$ cat config.mk
export PLATFORM = sky130hd
export DESIGN_NAME = spi_slave_sync
export DESIGN_NICKNAME = d
export VERILOG_FILES = /design/src/rtl/spi_slave_sync.sv
export SDC_FILE = /design/constraint.sdc
export NUM_CORES = 1
export LEC_CHECK = 0
export BUFFER_PORTS_ARGS = -buffer_cell sky130_fd_sc_hd__buf_2
export CAP_MARGIN = 20
export CORE_ASPECT_RATIO = 2
export CORE_MARGIN = 4
export CORE_UTILIZATION = 59
export DETAILED_ROUTE_END_ITERATION = 6
export PLACE_DENSITY = 0.83
export SETUP_SLACK_MARGIN = 0.05
export SLEW_MARGIN = 5
export SYNTH_ARGS = -nofsm -noshare
export SYNTH_HDL_FRONTEND = slang
export SYNTH_SLANG_ARGS = --single-unit
$ cat constraint.sdc
create_clock -name clk -period 3.75 [get_ports clk]
set_input_delay 1.125 -clock clk [delete_from_list [all_inputs] [get_ports clk]]
set_output_delay 1.125 -clock clk [all_outputs]
set_load 0.02 [all_outputs]
$ cat src/rtl/spi_slave_sync.sv
// spi_slave_sync: SPI slave, all pins oversampled on clk, CPOL/CPHA modes,
// multi-word frames, one-word TX/RX buffers with valid/ready handshakes.
// Ports: clk, rst (sync, active-low), cpol, cpha, tx_data/tx_valid/tx_ready,
//   rx_data/rx_valid/rx_ready, rx_overrun, tx_underrun, err_clr, busy,
//   sck, ssn, mosi (raw pads), miso, miso_oe.
// Optional: SPI_SLV_LSB_FIRST_EN adds the lsb_first input.
module spi_slave_sync #(
  parameter int DW          = 8,
  parameter int SYNC_STAGES = 2
) (
  input  logic          clk,
  input  logic          rst,
  input  logic          cpol,
  input  logic          cpha,
`ifdef SPI_SLV_LSB_FIRST_EN
  input  logic          lsb_first,
`endif
  input  logic [DW-1:0] tx_data,
  input  logic          tx_valid,
  output logic          tx_ready,
  output logic [DW-1:0] rx_data,
  output logic          rx_valid,
  input  logic          rx_ready,
  output logic          rx_overrun,
  output logic          tx_underrun,
  input  logic          err_clr,
  output logic          busy,
  input  logic          sck,
  input  logic          ssn,
  input  logic          mosi,
  output logic          miso,
  output logic          miso_oe
);

  localparam int CW = $clog2(DW);
  localparam logic [CW-1:0] LAST = CW'(DW-1);

  typedef enum logic [1:0] {IDLE, ARMED, ACTIVE} state_t;

  state_t state;

  logic [SYNC_STAGES-1:0] sck_sr;
  logic [SYNC_STAGES-1:0] ssn_sr;
  logic [SYNC_STAGES-1:0] mosi_sr;
  logic sck_s, ssn_s, mosi_s;
  logic sck_d, ssn_d;

  logic [CW-1:0] bit_cnt;
  logic [DW-1:0] rx_sr;
  logic [DW-1:0] tx_sr;
  logic [DW-1:0] tx_buf;
  logic          tx_full;
  logic          done;

  logic lsb;
  logic lead, trail;
  logic act, samp_e, shift_e;
  logic ssn_fall, start, load;
  logic [DW-1:0] tx_word;
  logic [DW-1:0] rx_next;
  logic [CW-1:0] tx_idx;

`ifdef SPI_SLV_LSB_FIRST_EN
  assign lsb = lsb_first;
`else
  assign lsb = 1'b0;
`endif

  assign sck_s  = sck_sr[SYNC_STAGES-1];
  assign ssn_s  = ssn_sr[SYNC_STAGES-1];
  assign mosi_s = mosi_sr[SYNC_STAGES-1];

  assign lead  = (sck_d == cpol) && (sck_s != cpol);
  assign trail = (sck_d != cpol) && (sck_s == cpol);

  // SCK edges only count while the frame is still selected
  assign act     = (state == ACTIVE) && !ssn_s;
  assign samp_e  = act && (cpha ? trail : lead);
  assign shift_e = act && (cpha ? lead : trail);

  assign ssn_fall = ssn_d && !ssn_s;
  assign start    = ((state == ARMED) && ssn_fall) ||
                    (samp_e && (bit_cnt == LAST));
  assign load     = tx_valid && tx_ready;
  assign tx_word  = tx_full ? tx_buf : '0;

  assign rx_next = lsb ? {mosi_s, rx_sr[DW-1:1]}
                       : {rx_sr[DW-2:0], mosi_s};

  // next bit is indexed by the bit count of the upcoming sample
  assign tx_idx = lsb ? bit_cnt : LAST - bit_cnt;

  assign tx_ready = !tx_full;
  assign busy     = (state == ACTIVE);
  assign miso_oe  = (state == ACTIVE);

  always_ff @(posedge clk) begin
    if (!rst) begin
      // ssn resets low so a frame already in progress is ignored
      sck_sr      <= '0;
      ssn_sr      <= '0;
      mosi_sr     <= '0;
      sck_d       <= 1'b0;
      ssn_d       <= 1'b0;
      state       <= IDLE;
      bit_cnt     <= '0;
      rx_sr       <= '0;
      tx_sr       <= '0;
      tx_buf      <= '0;
      tx_full     <= 1'b0;
      done        <= 1'b0;
      rx_data     <= '0;
      rx_valid    <= 1'b0;
      rx_overrun  <= 1'b0;
      tx_underrun <= 1'b0;
      miso        <= 1'b0;
    end else begin
      sck_sr  <= {sck_sr[SYNC_STAGES-2:0], sck};
      ssn_sr  <= {ssn_sr[SYNC_STAGES-2:0], ssn};
      mosi_sr <= {mosi_sr[SYNC_STAGES-2:0], mosi};
      sck_d   <= sck_s;
      ssn_d   <= ssn_s;
      done    <= 1'b0;

      unique case (state)
        IDLE:   if (ssn_s) state <= ARMED;
        ARMED:  if (ssn_fall) state <= ACTIVE;
        ACTIVE: if (ssn_s) begin
          state   <= ARMED;
          bit_cnt <= '0;
          miso    <= 1'b0;
        end
        default: state <= IDLE;
      endcase

      if (samp_e) begin
        rx_sr <= rx_next;
        if (bit_cnt == LAST) begin
          bit_cnt <= '0;
          done    <= 1'b1;
        end else begin
          bit_cnt <= bit_cnt + 1'b1;
        end
      end

      if (shift_e) miso <= tx_sr[tx_idx];

      if (start) begin
        tx_sr <= tx_word;
        if (!cpha) miso <= lsb ? tx_word[0] : tx_word[DW-1];
      end

      // start consumes the old buffer before a same-cycle load
      if (load) begin
        tx_buf  <= tx_data;
        tx_full <= 1'b1;
      end else if (start) begin
        tx_full <= 1'b0;
      end

      // rx_sr is complete the cycle after the last sample edge
      if (done && (!rx_valid || rx_ready)) begin
        rx_data  <= rx_sr;
        rx_valid <= 1'b1;
      end else if (rx_valid && rx_ready) begin
        rx_valid <= 1'b0;
      end

      rx_overrun  <= (rx_overrun && !err_clr) ||
                     (done && rx_valid && !rx_ready);
      tx_underrun <= (tx_underrun && !err_clr) ||
                     (start && !tx_full);
    end
  end

endmodule

==> results.yml, run 1 <==
run_status:
  status: "complete, no violations"
global_route:
  antenna_found_initial: 0
  overflow: 0
  grt_pass1_vias: 1485
  grt_max_degree: 53
  grt_first_pass_wirelength_um: 6330
  track_usage_pct: 17.8
yosys:
  yosysWarnings: 0
  ys_seq_elements: 51
  synth_seq_area_share_pct: 49.2
  avgSynthCellArea_um2: 9.51
  yosysUniqueCellTypes: 33
  syn_area_um2: 2070
  synthFlopType: "dfxtp_1"
  synth_edf_count: 0
  synth-async-reset-ratio_pct: 0
  syn_inst: 218
  syn_nets: 238
power:
  cellLeakagePower_nw: 0.979
  ir_drop_uv: 396
  power_frac_seq_pct: 56.5
  p_int_mw: 0.790
  power.share.clock_pct: 38.9
  power.density_nw_per_um2: 427
  combPwrFrac_pct: 4.7
  p_switching_mw: 0.202
  switching_share_pct: 20.4
clock_tree:
  cts_buffers: 5
  cts_setup_buffers: 0
  clk_latency_ns: 0.30
  cts_root_buffer: "clkbuf_8"
  clk_pin_slew_ns: 0.08
  cts-resized-gates: 0
  htree_levels: 2
  cts_sinks: 51
  cts_tree: "yes"
  clk_path_buf_depth: 2
  hold_buffers: 0
floorplan:
  die_y_um: 91.8
  die_area_um2: 4580
  start_util_pct: 61.4
  fp.dieW_um: 49.9
  core_um2: 3380
  ios: 33
  std_cell_rows: 30
min_path:
  hold_path_depth: 1
  hold_path.class: "flop to flop"
  hold_path.startpoint: "mosi_sr[0]"
critical_path:
  crit_chain: "buf_2 > xnor2_1 > mux2_4 > o32a_1 > nor2_2 > mux2i_1"
  crit_slowest_cell: "o32a_1"
  max_stage_delay_ns: 0.48
  r2r_cells: 6
  start_kind: "input port"
  endpoint_kind: "flop"
  worstSetupStartpoint: "cpol"
  rrSetupSlack_ns: 1.87
  worstReg2RegStart: "bit_cnt[1]"
  cp.required_ns: 3.98
  worst-path-max-fanout: 11
  critPathArrivalTime_ns: 2.69
  worst-setup-path-type: "input port to flop"
routing:
  drt_first_pass_iters: 4
  drt_iter0_drc: 22
  routedWlPerCell_um: 12.8
  drc_errors: 0
  vias_per_cell: 5.53
  num_vias: 1531
  detail_route.wirelength_um: 3540
  ant_nets: 0
sta:
  finalMaxSlewViolations: 0
  hold_viol: 0
  setup_slack_ns: 1.29
  clock-skew-final_ns: 0.00850
  slew_headroom_pct: 54.1
  rsz0062_at_grt: "false"
  finalCritPeriodShare_pct: 65.6
  min_period_ns: 2.46
  fmax_ghz: 0.407
  tightest_slew_ns: 0.689
  final-setup-viol-count: 0
  whs_ns: 0.439
  tns_ns: 0
cells_and_area:
  layout_commonest_cell: "dfxtp_1"
  antenna-diode-count: 0
  final_cell_mix: "dfxtp_1, nand2_1, buf_2, a21boi_0, nor2b_1"
  area_delta_synth_final_pct: 12.1
  fin_nets: 264
  post_route_cells_drive_above_1_share_pct: 18.8
placed_design:
  gp_congestion: 0.757
  hpwl_um: 2640
  portBuffers: 32
  post-place-ws_ns: 0.970
flow_run:
  maxCapViolCount: 0
## state kept, by name, indices dropped and copies added, names as in the netlist, 2 cells and up
name / flops
tx_buf: 8
tx_sr: 8
rx_sr: 8
state: 2
rx_data: 8
sck_sr: 2
bit_cnt: 3
ssn_sr: 2
mosi_sr: 2
## stage by stage
step                      area [um^2]  utilization [%]  cells  power [mW]
after global routing             2320             68.8    277        1.03
after floorplan                  2070                -    218       0.602
final                            2320             68.8    277       0.992
after CTS                        2320             68.8    277        1.00
after detailed placement         2210             65.3    269       0.619
after global placement           2210             65.3    269       0.617
## critical path: cells and delay by family
family / cells / cell delay (ns)
AO/OA/AOI/OAI: 1 / 0.48
XOR/XNOR: 1 / 0.28
multiplexers: 2 / 0.55
buffers and inverters: 1 / 0.10
AND/OR/NAND/NOR: 1 / 0.14
## power groups by stage
stage | Clock (mW) | Combinational (mW) | Sequential [mW]
finish | 0.385 | 0.0463 | 0.560
global route | 0.412 | 0.0527 | 0.562
CTS | 0.393 | 0.0468 | 0.560
detailed placement | 0 | 0.0467 | 0.573
global placement | 0 | 0.0450 | 0.572
floorplan | 0 | 0.0333 | 0.569
## area by class of cell
| class | count | area (um^2) |
|---|---|---|
| repair buffers | 33 | 168 |
| flip-flops and latches | 51 | 1020 |
| inverters | 4 | 15.0 |
| fillers | 281 | 1050 |
| well taps | 32 | 40.0 |
| clock buffers | 6 | 82.6 |
| clock inverters | 2 | 35.0 |
| multi-input cells | 149 | 963 |
## metal layers
metal	GRT usage, %	up-vias	wire length, um
met4	9.01	0	99
met1	16.0	718	1260
met2	35.1	28	2070
met5	0	-	0
met3	3.58	8	117
li1	-	777	-
## synthesized netlist by cell type (all sizes together) (3+ instances only)
library cell,number,share of area [%]
dfxtp,51,49
nand2,46,8.3
a21boi,25,9.1
nor2b,15,4.5
mux2i,14,6.8
nand3,10,2.4
and2,9,2.7
clkbuf,9,1.6
nand2b,6,2.2
buf,5,1.9
inv,4,0.72
a21oi,3,0.72
## cell families (layout without fill, tap and decap cells)
| logic type | Yosys count | count (layout) | share of synthesized area (%) |
|---|---|---|---|
| and+or+nand+nor | 93 | 93 | 22.1 |
| DFF | 51 | 51 | 49.2 |
| AOI/OAI and AO/OA | 37 | 37 | 14.1 |
| buffers and inverters | 18 | 45 | 4.28 |
| muxes | 16 | 16 | 8.57 |
| adders and majority gates | 2 | 2 | 1.21 |
| xor gates and xnor gates | 1 | 1 | 0.423 |
## path summary, 6_finish.rpt
path                                    to
worst min-delay path            mosi_sr[1]
worst max register to register        miso
worst max-delay path                  miso
worst min register to register  mosi_sr[1]
No activity file was read; power rests on OpenSTA's default activity.
==> run 2, diff against run 1 <==
Settings changed: CORE_UTILIZATION 59 to 50, PLACE_DENSITY 0.83 to 0.75.
Clock period 3.75 ns to 2.2 ns, I/O delays scaled along.
==> run 2 against run 1 <==
Effect of this change:
- power up 58%
- die area rose by 16%
- clock power increased by 35%
- global-route usage fell by 1.7 points
- via count decreased by 0.59%
- utilization is 7.7 points lower
- clock-buffer cell count is the same
- clock skew fell by 0.0014 ns
- combinational power rose by 110%
- final cell count rose by 10%
- hold slack improved by 0.00098 ns
- routed wire length up 2.9%
==> results.yml, run 2 (same netlist as run 1, synthesis figures left out) <==
cells_and_area:
  fillers: 386
  antenna-diode-count: 0
  fin_nets: 273
  ff_latch_area_um2: 1020
  final_cell_mix: "dfxtp_1, nand2_1, buf_2, a21boi_0, nor2b_1"
  fin_cells: 305
  multi_input_area_um2: 963
  area_delta_synth_final_pct: 15.6
  post_route_cells_drive_above_1_share_pct: 21.3
  layout_commonest_cell: "dfxtp_1"
  post-route-util_pct: 61.1
critical_path:
  worst-path-max-fanout: 8
  r2r_end: "tx_underrun"
  critPathArrivalTime_ns: 1.29
  crit_chain: "nand2b_1 > inv_1 > buf_2"
  cp.required_ns: 1.54
  endpoint_kind: "primary output"
  start_kind: "flop"
  r2r_cells: 6
  crit_slowest_cell: "dfxtp_1"
  rrSetupSlack_ns: 0.51
  worstReg2RegStart: "bit_cnt[0]"
  worst-setup-path-type: "flop to primary output"
  max_stage_delay_ns: 0.38
clock_tree:
  clk_latency_ns: 0.30
  cts_setup_buffers: 0
  cts-resized-gates: 0
  clk_path_buf_depth: 2
  clk_pin_slew_ns: 0.09
  htree_levels: 2
  cts_buffers: 5
  cts_tree: "yes"
  cts_sinks: 51
  cts_root_buffer: "clkbuf_8"
  hold_buffers: 0
routing:
  vias_per_cell: 4.99
  drc_errors: 0
  ant_nets: 0
  drt_iter0_drc: 11
  detail_route.wirelength_um: 3650
  num_vias: 1522
  drt_first_pass_iters: 4
  routedWlPerCell_um: 12.0
global_route:
  grt_first_pass_wirelength_um: 6420
  track_usage_pct: 16.1
  grt_pass1_vias: 1514
  grt_max_degree: 30
  antenna_found_initial: 0
  overflow: 0
power:
  power.share.clock_pct: 33.2
  cellLeakagePower_nw: 1.01
  combPwrFrac_pct: 6.2
  power_frac_seq_pct: 60.7
  ir_drop_uv: 434
  p_switching_mw: 0.353
  p_int_mw: 1.21
  power.density_nw_per_um2: 653
  switching_share_pct: 22.6
placed_design:
  hpwl_um: 2840
  portBuffers: 32
  gp_congestion: 0.735
  placedCellCount: 297
sta:
  hold_viol: 0
  tightest_slew_ns: 0.395
  fmax_ghz: 0.513
  slew_headroom_pct: 73.7
  finalMaxSlewViolations: 0
  final-setup-viol-count: 0
  clock-skew-final_ns: 0.00707
  finalCritPeriodShare_pct: 88.7
  min_period_ns: 1.95
  rsz0062_at_grt: "false"
floorplan:
  die_area_um2: 5300
  die_y_um: 99.1
  std_cell_rows: 32
  start_util_pct: 52.8
  ios: 33
  core_um2: 3920
  fp.dieW_um: 53.5
run_status:
  status: "complete, no violations"
min_path:
  min_to: "ssn_sr[1]"
  hold_path_depth: 1
  hold_path.startpoint: "ssn_sr[0]"
  hold_path.class: "flop to flop"
flow_run:
  maxCapViolCount: 0
run 2: stage by stage:
stage / power, mW / setup TNS (ns) / area (um^2) / hold slack (ns) / setup slack [ns]
after CTS: 1.59 / 0 / 2400 / 0.443 / 0.231
after global placement: 1.07 / -0.0117 / 2310 / 0.415 / -0.0117
final: 1.56 / 0 / 2400 / 0.440 / 0.249
after global routing: 1.64 / 0 / 2400 / 0.462 / 0.127
after floorplan: 1.03 / 0 / 2070 / 0.412 / 0.129
after detailed placement: 1.07 / -0.101 / 2310 / 0.419 / -0.0473
run 2: layer usage:
layer / global-route usage, % / routed length, um
met3: 3.93 / 98
met1: 15.7 / 1350
met5: 0 / 0
met2: 29.3 / 2130
met4: 7.87 / 74
run 2: worst max-delay path by stage:
stage | from | end | slack, ns | depth (start not counted)
after detailed placement | cpol | miso | -0.05 | 6
final | state[0] | miso_oe | 0.25 | 3
after global routing | state[0] | miso_oe | 0.13 | 3
after floorplan | cpol | miso | 0.13 | 6
after CTS | state[0] | miso_oe | 0.23 | 3
after global placement | cpol | miso | -0.01 | 6
run 2: area by class of cell:
cell class                      count  area share (%)
Clock inverter                      2           0.522
Multi-Input combinational cell    149            40.2
Timing Repair Buffer               42            10.3
Sequential cell                    51            42.6
Tap cell                           51            2.66
Clock buffer                        6            3.03
Inverter                            4           0.627
run 2: power groups by stage:
| stage | Sequential, mW | Clock [mW] | Combinational, mW |
|---|---|---|---|
| 3_3_place_gp | 0.971 | 0 | 0.0959 |
| 2_1_floorplan | 0.969 | 0 | 0.0568 |
| 5_1_grt | 0.952 | 0.581 | 0.108 |
| 3_5_place_dp | 0.971 | 0 | 0.0982 |
| 6_report | 0.949 | 0.519 | 0.0963 |
| 4_1_cts | 0.949 | 0.542 | 0.0981 |
run 2: worst max-delay path, delay by kind of cell (launching register included):
family | cells | cell delay [ns]
buffers and inverters | 2 | 0.30
flip-flops | 1 | 0.38
AND/OR/NAND/NOR | 1 | 0.32
